<file path="config.mk">
export PLATFORM = sky130hd
export DESIGN_NAME = hilo_regfile
export DESIGN_NICKNAME = d
export VERILOG_FILES = /design/src/rtl/hilo_pkg.sv /design/src/rtl/hilo_read_fsm.sv /design/src/rtl/hilo_regfile.sv
export SDC_FILE = /design/constraint.sdc
export NUM_CORES = 1
export LEC_CHECK = 0
export CAP_MARGIN = 15
export CORE_ASPECT_RATIO = 1.2
export CORE_MARGIN = 4
export CORE_UTILIZATION = 46
export CTS_BUF_LIST = sky130_fd_sc_hd__clkbuf_16
export DETAILED_ROUTE_END_ITERATION = 8
export PLACE_DENSITY = 0.95
export SLEW_MARGIN = 10
export SYNTH_ARGS = -nofsm -noshare
export SYNTH_HDL_FRONTEND = slang
export SYNTH_SLANG_ARGS = --single-unit
</file>
<file path="constraint.sdc">
create_clock -name clk -period 4.2 [get_ports clk]
set_input_delay 1.26 -clock clk [delete_from_list [all_inputs] [get_ports clk]]
set_output_delay 1.26 -clock clk [all_outputs]
set_load 0.01 [all_outputs]
</file>
<file path="src/rtl/hilo_pkg.sv">
// Shared HI/LO constants: word/pair widths (same as the MDU's), half indices, read FSM encoding.
package hilo_pkg;

  localparam int WORD_W = 32;
  localparam int PAIR_W = 2 * WORD_W;

  localparam int HI_BIT = 1;
  localparam int LO_BIT = 0;

  localparam logic [1:0] ST_IDLE = 2'd0;
  localparam logic [1:0] ST_WAIT = 2'd1;
  localparam logic [1:0] ST_RESP = 2'd2;

  function automatic logic [WORD_W-1:0] pick_word(input logic [PAIR_W-1:0] pair, input logic sel_hi);
    return sel_hi ? pair[PAIR_W-1:WORD_W] : pair[WORD_W-1:0];
  endfunction

endpackage

</file>
<file path="src/rtl/hilo_read_fsm.sv">
// MFHI/MFLO read sequencer (IDLE/WAIT/RESP): decides accept, captures the selected word, pulses rd_valid.
// Captures from the post-write pair, so a read accepted alongside a write returns the written half.
module hilo_read_fsm
  import hilo_pkg::*;
(
  input  logic              clk,
  input  logic              rst,
  input  logic              rd_req,
  input  logic              rd_sel,
  input  logic              cancel,
  input  logic              busy,
  input  logic              mdu_data_ok,
  input  logic              wr_accept_ok,
  input  logic [PAIR_W-1:0] hilo_nxt,
  output logic              rd_ready,
  output logic              rd_valid,
  output logic [WORD_W-1:0] rd_data
);

  logic [1:0] state;
  logic [1:0] state_nxt;
  logic       can_accept;
  logic       req_state;

  assign can_accept = mdu_data_ok ? wr_accept_ok : !busy;
  assign req_state  = (state == ST_IDLE) || (state == ST_WAIT);
  assign rd_ready   = rst && !cancel && req_state && rd_req && can_accept;
  assign rd_valid   = rst && !cancel && (state == ST_RESP);

  always_comb begin
    state_nxt = state;
    case (state)
      ST_IDLE: if (rd_req) state_nxt = rd_ready ? ST_RESP : ST_WAIT;
      ST_WAIT: begin
        if (!rd_req)       state_nxt = ST_IDLE;
        else if (rd_ready) state_nxt = ST_RESP;
      end
      ST_RESP: state_nxt = ST_IDLE;
      default: state_nxt = ST_IDLE;
    endcase
    if (cancel) state_nxt = ST_IDLE;
  end

  always_ff @(posedge clk) begin
    if (!rst) begin
      state   <= ST_IDLE;
      rd_data <= '0;
    end else begin
      state <= state_nxt;
      if (rd_ready) rd_data <= pick_word(hilo_nxt, rd_sel);
    end
  end

endmodule

</file>
<file path="src/rtl/hilo_regfile.sv">
// HI/LO register pair with MDU write port, in-flight busy tracking and a handshaked MFHI/MFLO read port.
// Define HILO_BYPASS_EN to allow read accept in the same cycle as the MDU write that clears busy.
module hilo_regfile
  import hilo_pkg::*;
(
  input  logic              clk,
  input  logic              rst,
  input  logic              mdu_issue,
  input  logic              mdu_data_ok,
  input  logic [1:0]        mdu_we,
  input  logic [PAIR_W-1:0] mdu_wdata,
  input  logic              cancel,
  output logic [PAIR_W-1:0] hilo_data,
  output logic              hilo_busy,
  input  logic              rd_req,
  input  logic              rd_sel,
  output logic              rd_ready,
  output logic              rd_valid,
  output logic [WORD_W-1:0] rd_data
);

  logic [PAIR_W-1:0] hilo;
  logic [PAIR_W-1:0] hilo_nxt;
  logic              busy;
  logic              busy_nxt;
  logic              wr_accept_ok;

  always_comb begin
    hilo_nxt = hilo;
    if (mdu_data_ok && mdu_we[HI_BIT]) hilo_nxt[PAIR_W-1:WORD_W] = mdu_wdata[PAIR_W-1:WORD_W];
    if (mdu_data_ok && mdu_we[LO_BIT]) hilo_nxt[WORD_W-1:0]      = mdu_wdata[WORD_W-1:0];
  end

  // A cancelled cycle still commits its write: data_ok is already qualified upstream.
  assign busy_nxt = cancel ? 1'b0 : (busy ^ (mdu_issue ^ mdu_data_ok));

  always_ff @(posedge clk) begin
    if (!rst) begin
      hilo <= '0;
      busy <= 1'b0;
    end else begin
      hilo <= hilo_nxt;
      busy <= busy_nxt;
    end
  end

  assign hilo_data = hilo;
  assign hilo_busy = busy;

`ifdef HILO_BYPASS_EN
  assign wr_accept_ok = !busy_nxt;
`else
  assign wr_accept_ok = 1'b0;
`endif

  hilo_read_fsm u_read_fsm (
    .clk          (clk),
    .rst          (rst),
    .rd_req       (rd_req),
    .rd_sel       (rd_sel),
    .cancel       (cancel),
    .busy         (busy),
    .mdu_data_ok  (mdu_data_ok),
    .wr_accept_ok (wr_accept_ok),
    .hilo_nxt     (hilo_nxt),
    .rd_ready     (rd_ready),
    .rd_valid     (rd_valid),
    .rd_data      (rd_data)
  );

endmodule

</file>
==> impl_metrics.prom <==
# TYPE chip_impl_metric gauge
chip_impl_metric{name="proportion_of_synthesized_chip_area_in_sequential_cells",unit="%"} 49.4
chip_impl_metric{name="gp_routability_congestion",unit=""} 0.809
chip_impl_metric{name="timing.fmax",unit="MHz"} 252
chip_impl_metric{name="dieArea",unit="sq mm"} 0.0103
chip_impl_metric{name="layout_cell_share_with_drive_strength_beyond_1",unit="%"} 13.6
chip_impl_metric{name="cell_internal_pwr",unit="mW"} 1.54
chip_impl_metric{name="total_leakage_power",unit="nW"} 2.44
chip_impl_info{name="tritoncts",value="built"} 1
chip_impl_metric{name="grt_start_max_net_pins",unit=""} 55
chip_impl_metric{name="sequential_share_of_power",unit="%"} 48.7
chip_impl_metric{name="die_height",unit="um"} 110
chip_impl_info{name="synthTopCellsByCount",value="dfxtp_1 (99), nor2b_1 (65), mux2i_1 (64)"} 1
chip_impl_metric{name="overall_routed_net_length",unit="um"} 11800
chip_impl_metric{name="num_rows",unit=""} 37
chip_impl_info{name="most_numerous_cell_in_the_yosys_netlist",value="dfxtp_1"} 1
chip_impl_info{name="cp_slowest_cell",value="clkdlybuf4s50_1"} 1
chip_impl_metric{name="vdd.ir_drop.worst",unit="mV"} 0.241
chip_impl_metric{name="drtPass1Iterations",unit=""} 4
chip_impl_metric{name="n_antenna_cell",unit=""} 0
chip_impl_metric{name="h-tree-depth",unit=""} 3
chip_impl_metric{name="period_needed",unit="ns"} 3.98
chip_impl_info{name="crit_chain",value="clkdlybuf4s50_1 -> nor2_1 -> and2_1 -> clkdlybuf4s50_1"} 1
chip_impl_metric{name="timing.clock.skew",unit="ns"} 0.00520
chip_impl_info{name="timing.critical_path.mode_cell",value="clkdlybuf4s50_1"} 1
chip_impl_metric{name="clkSinkCount",unit=""} 99
chip_impl_metric{name="initial_core_util",unit="%"} 46.9
chip_impl_metric{name="insertion_delay",unit="ns"} 0.35
chip_impl_metric{name="finalWorstSetupSlack",unit="ns"} 0.225
chip_impl_metric{name="critical-path-max-stage-delay",unit="ns"} 0.54
chip_impl_metric{name="postSynth.asyncResetShare",unit="%"} 0
chip_impl_metric{name="final-instance-count-excl-fill",unit=""} 618
chip_impl_metric{name="cellPowerDensity",unit="mW/mm^2"} 338
chip_impl_metric{name="grtUsageTotal",unit="%"} 23.5
chip_impl_metric{name="clkTransAtPathRegs",unit="ns"} 0.06
chip_impl_metric{name="tritoncts.num_buffers",unit=""} 9
chip_impl_metric{name="die_width",unit="um"} 93.3
chip_impl_metric{name="antenna_left",unit=""} 0
chip_impl_metric{name="postSynthRegisterBits",unit=""} 99
chip_impl_metric{name="cp_data_arrival_time",unit="ns"} 2.72
chip_impl_metric{name="preCtsSetupSlack",unit="ns"} 0.245
chip_impl_metric{name="report.final.setup_viol",unit=""} 0
chip_impl_metric{name="post-place-cells",unit=""} 602
chip_impl_metric{name="placement.io_buffers",unit=""} 171
chip_impl_info{name="critical_path.startpoint_type",value="input port"} 1
chip_impl_metric{name="mappedNetlistNets",unit=""} 410
chip_impl_metric{name="routedWlPerCell",unit="um"} 19.2
chip_impl_metric{name="hold_buffers",unit=""} 0
chip_impl_metric{name="drc_errors",unit=""} 0
chip_impl_metric{name="report.final.hold_viol_count",unit=""} 0
chip_impl_metric{name="post-route-period-util",unit="%"} 94.6
chip_impl_info{name="synth.area.top_cells",value="dfxtp_1 (49%), mux2i_1 (16%), nor2b_1 (10%)"} 1
chip_impl_metric{name="clock_power_share",unit="%"} 35.8
chip_impl_metric{name="ioPinCount",unit=""} 172
chip_impl_metric{name="overflow",unit=""} 0
chip_impl_metric{name="dp.final_hpwl",unit="um"} 8380
chip_impl_metric{name="first_global_vias",unit=""} 3547
chip_impl_metric{name="comb_power_share",unit="%"} 15.4
chip_impl_metric{name="synth_area_per_cell",unit="sq um"} 11.9
chip_impl_info{name="rsz0062_at_grt",value="false"} 1
chip_impl_info{name="status",value="completed"} 1
chip_impl_info{name="cp-end-kind",value="primary output"} 1
chip_impl_metric{name="critical_path_peak_fanout",unit=""} 5
chip_impl_metric{name="synthesis.instances",unit=""} 337
chip_impl_metric{name="synth_edf_count",unit=""} 0
chip_impl_metric{name="grt_antenna_before_repair",unit=""} 0
chip_impl_metric{name="yosys_warnings",unit=""} 0
chip_impl_info{name="cts_root_buffer",value="clkbuf_16"} 1
chip_impl_metric{name="maxCapViolCount",unit=""} 0
chip_impl_info{name="setup.worst_path.class",value="input port to primary output"} 1
chip_impl_metric{name="ys_types",unit=""} 20
chip_impl_metric{name="total_vias_in_the_final_route",unit=""} 3288
chip_impl_info{name="hold_path_class",value="register to register"} 1
chip_impl_metric{name="flow.area_growth_from_synthesis",unit="%"} 51.1
chip_impl_metric{name="power_switching_share",unit="%"} 24.7
chip_impl_metric{name="placeableCoreArea",unit="sq mm"} 0.00856
chip_impl_metric{name="cp_data_required_time",unit="ns"} 2.94
chip_impl_metric{name="worst-slew-pin-transition",unit="ns"} 0.861
chip_impl_info{name="ys_dominant_reg_cell",value="dfxtp_1"} 1
chip_impl_info{name="post-synth-top-area-cell",value="dfxtp_1"} 1
chip_impl_metric{name="synth_largest_type_area_fraction",unit="%"} 49.4
chip_impl_metric{name="grt_pass1_wl",unit="um"} 18600
chip_impl_metric{name="number_of_drc_violations_after_detailed_routing_iteration_0",unit=""} 135
chip_impl_metric{name="num-nets-final",unit=""} 569
chip_impl_metric{name="maxSlewViolCount",unit=""} 0
chip_impl_metric{name="ctsResizeCount",unit=""} 0
chip_impl_metric{name="timing.slew.headroom",unit="%"} 42.5
chip_impl_metric{name="setup_total_negative_slack",unit="ns"} 0
chip_impl_metric{name="clock_path_buffers",unit=""} 2
chip_impl_metric{name="postCtsSetupRepairBufs",unit=""} 0
chip_impl_metric{name="power_switching",unit="mW"} 0.506
chip_impl_metric{name="route.detailed.vias_per_inst",unit=""} 5.32
chip_impl_metric{name="syn-cell-area",unit="sq mm"} 0.00401
[cell usage in the layout, fill, tap and decap left out, types with 2 or more instances in the layout]
| master | count |
|---|---|
| nor4bb_1 | 2 |
| nand2_2 | 2 |
| o221ai_1 | 22 |
| o221ai_2 | 10 |
| clkinv_2 | 2 |
| nor2_1 | 2 |
| clkbuf_16 | 9 |
| clkinvlp_4 | 2 |
| and2_1 | 2 |
| buf_2 | 2 |
| o211ai_2 | 30 |
| dfxtp_1 | 99 |
| clkinv_1 | 2 |
| nor2b_1 | 65 |
| buf_12 | 2 |
| mux2i_1 | 64 |
| o211ai_1 | 2 |
| buf_4 | 6 |
| clkdlybuf4s50_1 | 169 |
[layout make-up]
class                           count  area [sq um]
Clock buffer                        9           225
Clock inverter                      7          36.3
Fill cell                         631          2500
Multi-Input combinational cell    207          1890
Sequential cell                    99          1980
Tap cell                          117           146
Timing Repair Buffer              179          1790
[per-stage QoR]
step | area, sq um | util (%) | power (mW) | hold slack, ns
after global routing | 6060 | 70.8 | 2.12 | 0.528
final | 6060 | 70.8 | 2.05 | 0.513
after CTS | 6060 | 70.8 | 2.06 | 0.514
after global placement | 5800 | 67.7 | 1.33 | 0.494
after floorplan | 4010 | - | 1.16 | 0.526
after detailed placement | 5800 | 67.7 | 1.34 | 0.503
[registers in the layout (all words and copies together), names as in the netlist]
| register | cells |
|---|---|
| hilo_data | 64 |
| u_read_fsm.rd_data | 32 |
| u_read_fsm.state | 2 |
| hilo_busy | 1 |
[power by group through the flow]
stage | Combinational [mW] | Sequential (mW) | Clock [mW]
floorplan | 0.127 | 1.03 | 0
global placement | 0.309 | 1.02 | 0
detailed placement | 0.317 | 1.02 | 0
CTS | 0.318 | 0.999 | 0.741
global route | 0.338 | 1.00 | 0.782
finish | 0.316 | 0.999 | 0.734
[critical path, delay by kind of cell]
| kind | cells | cell delay [ns] |
|---|---|---|
| buf+inv | 2 | 0.97 |
| simple gates | 2 | 0.48 |
[worst paths after layout]
path,from,endpoint,slack [ns],cells past startpoint
max,mdu_data_ok,rd_ready,0.22,4
min,u_read_fsm.rd_data[3],u_read_fsm.rd_data[3],0.51,2
max reg2reg,u_read_fsm.state[1],u_read_fsm.rd_data[18],2.06,4
min reg2reg,u_read_fsm.rd_data[3],u_read_fsm.rd_data[3],0.51,2
[cells by family after synthesis]
family	count (synthesis)	share of synthesized area [%]
AND/OR/NAND/NOR	78	12.3
flip-flops	99	49.4
multiplexers	64	16.0
AO/OA/AOI/OAI	64	18.3
buffers and inverters	31	3.87
XOR/XNOR	1	0.218
[metal layers]
metal	track usage, %	up-vias	share of wire (%)
li1	-	1548	-
met1	27.4	1599	40
met2	40.7	122	52
met3	5.23	19	6.0
met4	11.5	0	2.5
met5	0	-	0
Power figures use the tool's default switching activity.
